--- config.mk ---
export PLATFORM = sky130hd
export DESIGN_NAME = reg_src_sequencer
export DESIGN_NICKNAME = d
export VERILOG_FILES = /design/src/rtl/reg_src_sequencer.sv
export SDC_FILE = /design/constraint.sdc
export NUM_CORES = 1
export LEC_CHECK = 0
export CORE_ASPECT_RATIO = 1.4
export CORE_MARGIN = 2
export CORE_UTILIZATION = 51
export CTS_CLUSTER_SIZE = 20
export DETAILED_ROUTE_END_ITERATION = 6
export HOLD_SLACK_MARGIN = 0.12
export MAX_ROUTING_LAYER = met4
export PLACE_DENSITY = 0.77
export REMOVE_ABC_BUFFERS = 1
export SKIP_LAST_GASP = 1
export SLEW_MARGIN = 20
export SYNTH_ARGS = -nofsm -noshare
export SYNTH_HDL_FRONTEND = slang
export SYNTH_SLANG_ARGS = --single-unit
--- constraint.sdc ---
create_clock -name Clock -period 2.2 [get_ports Clock]
set_input_delay 0.44 -clock Clock [delete_from_list [all_inputs] [get_ports Clock]]
set_output_delay 0.44 -clock Clock [all_outputs]
set_load 0.005 [all_outputs]
--- src/rtl/reg_src_sequencer.sv ---
// reg_src_sequencer: expands a single Start command into a fixed series of
// one-register-per-cycle register-file writes, steering the RegSrc mux select
// for each write. Start/Ready/Busy/Done handshake with the decoder; Hold
// freezes the running sequence.
// Optional feature: define REGSRC_SEQ_ERR_EN to add the sticky Err output and
// short-circuit the illegal op straight to DONE.
module reg_src_sequencer (
  input  logic       Clock,
  input  logic       Reset_n,
  input  logic       Start,
  input  logic [1:0] Op,
  input  logic [2:0] Dest,
  input  logic       Hold,
  output logic [2:0] Selection,
  output logic       RegWrite,
  output logic [2:0] WriteReg,
  output logic       Ready,
  output logic       Busy,
  output logic       Done
`ifdef REGSRC_SEQ_ERR_EN
  ,
  output logic       Err
`endif
);

  typedef enum logic [1:0] {
    IDLE = 2'd0,
    RUN  = 2'd1,
    DONE = 2'd2
  } state_t;

  typedef enum logic [1:0] {
    OP_ZERO_ALL    = 2'd0,
    OP_LOAD_CONSTS = 2'd1,
    OP_MOVE        = 2'd2,
    OP_ILLEGAL     = 2'd3
  } op_t;

  // RegSrc mux select codes
  localparam logic [2:0] SEL_DATAPATH = 3'd0;
  localparam logic [2:0] SEL_C0       = 3'd1;
  localparam logic [2:0] SEL_C1       = 3'd2;
  localparam logic [2:0] SEL_C3       = 3'd3;
  localparam logic [2:0] SEL_C6       = 3'd4;
  localparam logic [2:0] SEL_C7       = 3'd5;
  localparam logic [2:0] SEL_C2       = 3'd6;

  state_t     state_q, state_d;
  logic [2:0] step_q, step_d;
  logic [1:0] op_q, op_d;
  logic [2:0] dest_q, dest_d;
  logic [2:0] sel_q, sel_d;
  logic [2:0] wreg_q, wreg_d;
  logic       ready_q, busy_q, done_q;
`ifdef REGSRC_SEQ_ERR_EN
  logic       err_q, err_d;
`endif

  // Step table: returns {write register, mux select} for a given op/step.
  function automatic logic [5:0] step_entry(input logic [1:0] op,
                                            input logic [2:0] step,
                                            input logic [2:0] dest);
    logic [5:0] e;
    e = '0;
    case (op)
      OP_ZERO_ALL: e = {step + 3'd1, SEL_C0};
      OP_LOAD_CONSTS: begin
        case (step)
          3'd0:    e = {3'd1, SEL_C1};
          3'd1:    e = {3'd2, SEL_C2};
          3'd2:    e = {3'd3, SEL_C3};
          3'd3:    e = {3'd6, SEL_C6};
          3'd4:    e = {3'd7, SEL_C7};
          default: e = '0;
        endcase
      end
      OP_MOVE: e = {dest, SEL_DATAPATH};
      default: e = '0;
    endcase
    return e;
  endfunction

  // Index of the final step of each op (illegal op runs as a single empty step).
  function automatic logic [2:0] last_step(input logic [1:0] op);
    logic [2:0] l;
    case (op)
      OP_ZERO_ALL:    l = 3'd6;
      OP_LOAD_CONSTS: l = 3'd4;
      default:        l = 3'd0;
    endcase
    return l;
  endfunction

  // Next-state, step sequencing and next registered output values.
  always_comb begin
    state_d = state_q;
    step_d  = step_q;
    op_d    = op_q;
    dest_d  = dest_q;
    sel_d   = '0;
    wreg_d  = '0;
`ifdef REGSRC_SEQ_ERR_EN
    err_d   = err_q;
`endif
    case (state_q)
      IDLE: begin
        if (Start && ready_q) begin
          op_d   = Op;
          dest_d = Dest;
          step_d = '0;
`ifdef REGSRC_SEQ_ERR_EN
          if (Op == OP_ILLEGAL) begin
            state_d = DONE;
            err_d   = 1'b1;
          end else begin
            state_d         = RUN;
            {wreg_d, sel_d} = step_entry(Op, 3'd0, Dest);
          end
`else
          state_d         = RUN;
          {wreg_d, sel_d} = step_entry(Op, 3'd0, Dest);
`endif
        end
      end
      RUN: begin
        if (Hold) begin
          sel_d  = sel_q;
          wreg_d = wreg_q;
        end else if (step_q == last_step(op_q)) begin
          state_d = DONE;
        end else begin
          step_d          = step_q + 3'd1;
          {wreg_d, sel_d} = step_entry(op_q, step_q + 3'd1, dest_q);
        end
      end
      DONE: state_d = IDLE;
      default: state_d = IDLE;
    endcase
  end

  // State, latched command and registered outputs; reset clears everything.
  always_ff @(posedge Clock or negedge Reset_n) begin
    if (!Reset_n) begin
      state_q <= IDLE;
      step_q  <= '0;
      op_q    <= '0;
      dest_q  <= '0;
      sel_q   <= '0;
      wreg_q  <= '0;
      ready_q <= 1'b0;
      busy_q  <= 1'b0;
      done_q  <= 1'b0;
    end else begin
      state_q <= state_d;
      step_q  <= step_d;
      op_q    <= op_d;
      dest_q  <= dest_d;
      sel_q   <= sel_d;
      wreg_q  <= wreg_d;
      ready_q <= (state_d == IDLE);
      busy_q  <= (state_d == RUN);
      done_q  <= (state_d == DONE);
    end
  end

`ifdef REGSRC_SEQ_ERR_EN
  // Sticky illegal-op flag, cleared only by reset.
  always_ff @(posedge Clock or negedge Reset_n) begin
    if (!Reset_n) err_q <= 1'b0;
    else          err_q <= err_d;
  end

  assign Err = err_q;
`endif

  assign Selection = sel_q;
  assign WriteReg  = wreg_q;
  assign Ready     = ready_q;
  assign Busy      = busy_q;
  assign Done      = done_q;
  // The illegal op's empty step never writes.
  assign RegWrite  = busy_q & ~Hold & (op_q != OP_ILLEGAL);

endmodule

; Word-level counts from Yosys, hierarchy flattened
; Cells that the tools add are included.
[word_totals]
mem_bits_rw = 0
output_inout_bits = 10
latchBits = 0
romBits = 0
word_cells = 61
in_bits = 9
memories = 0
ff_bits = 19
[op_classes]
order_cmp = 0
n_shift = 0
n_div = 0
n_mux = 22
reduce_logical = 9
eq_ne = 16
bitwise = 3
addsub = 2
n_mul = 0
[op_table]
columns = operator, n
row1 = case mux 6 bit (3 select lines), 2
row2 = two-way mux 3 bit, 11
row3 = case mux 6 bit (5 select lines), 1
row4 = case mux 3 bit (2 select lines), 4
row5 = == test 2 x 1 -> 1 bit (second input constant), 4
row6 = zero test 2 bit, 4
row7 = != test 2 bit (second input constant), 4
row8 = adder 3 x 1 -> 3 bit (second input constant), 2
row9 = == test 2 bit (second input constant), 3
row10 = == test 3 x 2 -> 1 bit (second input constant), 2
row11 = two-way mux 2 bit, 3
row12 = case mux 2 bit (2 select lines), 1
row13 = AND reduction 4 bit, 1
row14 = == test 3 x 1 -> 1 bit (second input constant), 1
row15 = == test 3 bit, 1
row16 = == test 3 bit (second input constant), 1
row17 = zero test 3 bit, 1
row18 = bitwise AND 1 bit, 2
row19 = AND reduction 2 bit, 1
row20 = nonzero test 2 bit, 1
row21 = logical AND 1 bit, 1
row22 = inverter 1 bit, 1

; Depth between registers and ports, before layout
[logic_depth]
word_depth = 9
mapped_depth = 7
ltp_nobuf = 6

; Least setup slack after synthesis
; Ideal clock, no wire load.
[synth_timing]
kind = flip-flop to flip-flop
startpoint = register step_q[0]
endpoint = register sel_q[2] (netlist: Selection[2])
synth_period_minus_slack_ps = 1997
setup_slack_ps = 203
path_buffers = 1
path_stages_with_launch = 7
arrival_time_ps = 1920
path_cell_list = dfrtp_1 > ha_1 > ha_1 > buf_4 > and2b_2 > or4b_1 > a21oi_1
[synth_between]
elab_chain_len = 7
word_cells_on_any_way = 12
cone_classes = 1 x add/sub / 5 x eq/ne / 5 x mux / 1 x reduce/logical
[synth_rtl]
columns = element, line
row1 = from (decl), 49  ; logic [2:0] step_q, step_d;
row2 = from (signal assigned), 155  ; step_q <= step_d;
row3 = adder 3 x 1 -> 3 bit, 133  ; {wreg_d, sel_d} = step_entry(op_q, step_q + 3'd1, dest_q);
row4 = "== test 3 bit, or another cell as far along", 68  ; case (step)
row5 = case mux 6 bit (5 select lines), 68
row6 = case mux 6 bit (3 select lines), 65  ; case (op)
row7 = two-way mux 3 bit (*), 129  ; end else if (step_q == last_step(op_q)) begin
row8 = two-way mux 3 bit (*), 126  ; if (Hold) begin
row9 = case mux 3 bit (2 select lines) (*), 105  ; case (state_q)
row10 = to (signal assigned), 158  ; sel_q <= sel_d;
row11 = to (decl), 52  ; logic [2:0] sel_q, sel_d;
; Every way passes the cells marked *; elsewhere a longest branch is shown, timed or not. The select of a mux whose other input is x is not followed.
; A chain may end at the register's enable or synchronous reset.

; Worst setup path in the final report
[layout_timing]
startpoint = input port Hold
endpoint = output port RegWrite
[layout_between]
elab_chain_len = 3
[layout_rtl]
columns = element, line
row1 = from (decl), 13  ; input logic Hold,
row2 = inverter 1 bit, 182  ; assign RegWrite = busy_q & ~Hold & (op_q != OP_ILLEGAL);
row3 = bitwise AND 1 bit (2 in series), 182
row4 = to (decl), 15  ; output logic RegWrite,
; No other way between the ends.

==> qor.csv <==
stage;metric;value;unit
clocking;cts_setup_buffers;0;
critical_path;cp.arrival;1.70;ns
placement;dpl_worst_slack;0.06324;ns
clocking;insertion_delay;0.31;ns
layout;n_fill_cell;163;
synthesis;netlist.area_leader.share;43.08;%
power;ir_worst_vdd;0.0007815;V
power;powerDensity;1316;nW/um2
power;p_clk_share;10.3;%
power;p_int;1.052;mW
synthesis;avgSynthCellArea;9.046;um2
critical_path;r2r_cells;5;
synthesis;synth_flop_cell;dfrtp_1;
route;via_per_inst;5.810;
power;power_frac_comb;55.0;%
clocking;htreeDepth;1;
clocking;cts_hold_buffers;0;
layout;final_cells;168;
layout;post-route-util;68.36;%
timing;max_clock_freq;468.2;MHz
job;maxCapViolCount;0;
timing;fin_crit;2.136;ns
global_route;grt_pass1_vias;979;
timing;slew_headroom;60.49;%
layout;fin_area;1365;um2
die;core;1997;um2
route;drc;0;
timing;finalHoldViolCount;0;
route;final_antenna_net_count;0;
power;p_sw;0.7446;mW
global_route;antenna_found_initial;0;
die;rows;19;
power;switching_share;41.44;%
synthesis;synthCells;122;
timing;period_share;97.09;%
clocking;tritoncts;yes;
timing;rsz0062_at_grt;false;
timing;report.final.slew_viol_count;0;
die;design.die.area;2557;um2
power;seq_power_share;34.7;%
placement;dp.cells;164;
die;start_util;55.26;%
layout;antenna_cells;0;
synthesis;syn-cell-area;1104;um2
outcome;status;completed;
critical_path;setup.worst_path.start_class;input pin;
die;ios;19;
hold_path;hold_class;input pin to async pin;
global_route;grt_max_degree;20;
synthesis;synth-edff-count;0;
timing;postLayoutSetupSlackWorst;0.06395;ns
synthesis;synth_warnings;0;
timing;finalSetupTns;0;ns
synthesis;synth_top_area_cell;dfrtp_1;
layout;nets;162;
power;leakagePower;0.6023;nW
clocking;clock-root-buffer;clkbuf_4;
synthesis;yosysMostFrequentCell;dfrtp_1;
route;routed_wl;2.585;mm
route;dr.first_iter.drc_count;37;
placement;dpl_cell_area;1338;um2
critical_path;worstSetupEndpointType;output pin;
critical_path;cp_max_fo;2;
synthesis;synthTopCellsByCount;dfrtp_1, nand2_1, nor2_1, o21ai_0, a21oi_1;
clocking;cts.clk_slew.worst_paths;0.11;ns
global_route;grt.total_usage;23.78;%
route;num_vias;976;
global_route;grt_overflow_total;0;
layout;drive_above_1_share;12.24;%
route;wire_per_inst;15.39;um
placement;dp_hpwl;1.952;mm
placement;gp_congestion;0.8895;
clocking;ctsLongestPathBuffers;2;
critical_path;worstPathRequired;1.76;ns
clocking;cts_inserted_buffers;3;
synthesis;yosys-top-cells-area;dfrtp_1, nand2_1, ha_1, o21ai_0, nor2_1;
timing;finClkSkew;0.001522;ns
placement;portBuffers;18;
timing;tightest_slew;0.5927;ns
die;die_y;59.04;um
layout;area_growth;23.70;%
global_route;grt_pass1_wl;4.381;mm
synthesis;synthArstFlopShare;100.0;%
route;drt-pass1-iter-count;5;
synthesis;yosys.cell_types.count;41;
timing;finalSetupViolCount;0;
synthesis;yosys_register_bits;19;
die;die_x;43.32;um
clocking;clock-sinks;19;
critical_path;path_class;input pin to output pin;
synthesis;yosysSeqAreaShare;43.08;%
-- registers in the layout (all words and copies together) (netlist names) --
register   flops
Ready          1
state_q        2
step_q         3
dest_q         3
Selection      3
op_q           2
WriteReg       3
Busy           1
Done           1
-- cell type report --
class	instances	area, um2	area share, %
sequential	19	476.7	34.92
clock buffer	4	26.28	1.925
timing repair buffer	26	240.2	17.60
inverter	6	22.52	1.650
multi-input combinational	92	573.1	41.98
tap	21	26.28	1.925
-- power groups by stage --
stage                     clock network [mW]  registers [mW]  logic (mW)
after global placement                     0           0.623       0.957
final                                  0.185           0.624       0.989
after global routing                   0.196           0.641        1.11
after CTS                              0.179           0.620       0.991
after floorplan                            0           0.637       0.579
after detailed placement                   0           0.627       0.988
-- placed cells by master (no fill, tap or decap), types with 2 or more instances in the layout --
cell type,Yosys,routed
nor3_1,4,4
a32o_1,2,2
clkdlybuf4s50_1,0,18
ha_1,5,5
nand3_1,2,2
mux2i_1,2,2
inv_1,5,5
nand2_1,18,18
nor2_1,10,10
and2_1,2,2
a31oi_1,3,3
a21oi_1,6,6
nor2b_1,3,3
nand2b_1,2,2
clkbuf_4,0,3
dfrtp_1,19,18
o21ai_0,10,10
buf_4,1,8
nor4_1,2,2
-- stage by stage --
stage	power, mW	hold WS, ns
after floorplan	1.216	0.1444
after global placement	1.580	0.4640
after detailed placement	1.615	0.4737
after CTS	1.791	0.4769
after global routing	1.951	0.4759
final	1.797	0.4579
-- kinds of logic (layout without fill, tap and decap cells) --
group | count (synthesis) | after routing | synth area share (%)
AND/OR/NAND/NOR | 53 | 53 | 25.28
flip-flops | 19 | 19 | 43.08
multiplexers | 2 | 2 | 1.814
buffers and inverters | 11 | 36 | 4.988
adder cells (fa/ha/maj) | 5 | 5 | 5.669
AO/OA/AOI/OAI | 31 | 31 | 18.37
XOR/XNOR | 1 | 1 | 0.7938
-- worst max-delay path, stage by stage --
cell             delay, ns
clkdlybuf4s50_1       0.42
a21oi_1               0.17
and2_1                0.16
clkdlybuf4s50_1       0.50
-- layer usage --
layer | vias to the layer above | wire length [um] | GRT usage [%]
li1 | 485 | - | -
met1 | 468 | 1109 | 27.02
met2 | 16 | 1349 | 41.58
met3 | 7 | 65 | 1.829
met4 | 0 | 61 | 11.69
met5 | - | 0 | -
-- path summary, 6_finish.rpt --
check	startpoint	endpoint	slack, ns
max reg2reg	step_q[0]$_DFFE_PN0P_	Selection[2]$_DFFE_PN0N_	0.16
min	Reset_n	Ready$_DFF_PN0_	0.46
min reg2reg	WriteReg[1]$_DFFE_PN0N_	WriteReg[1]$_DFFE_PN0N_	0.49
max	Hold	RegWrite	0.06
min in group Clock	WriteReg[1]$_DFFE_PN0N_	WriteReg[1]$_DFFE_PN0N_	0.49
max in group asynchronous	Reset_n	op_q[0]$_DFFE_PN0P_	1.52
-- repair_timing --
action                                 4_1_cts  5_1_grt
setup endpoints to repair                    0        1
resized for setup                            0        1
endpoints found under the hold margin        0        0
(Power assumes the default switching activity.)
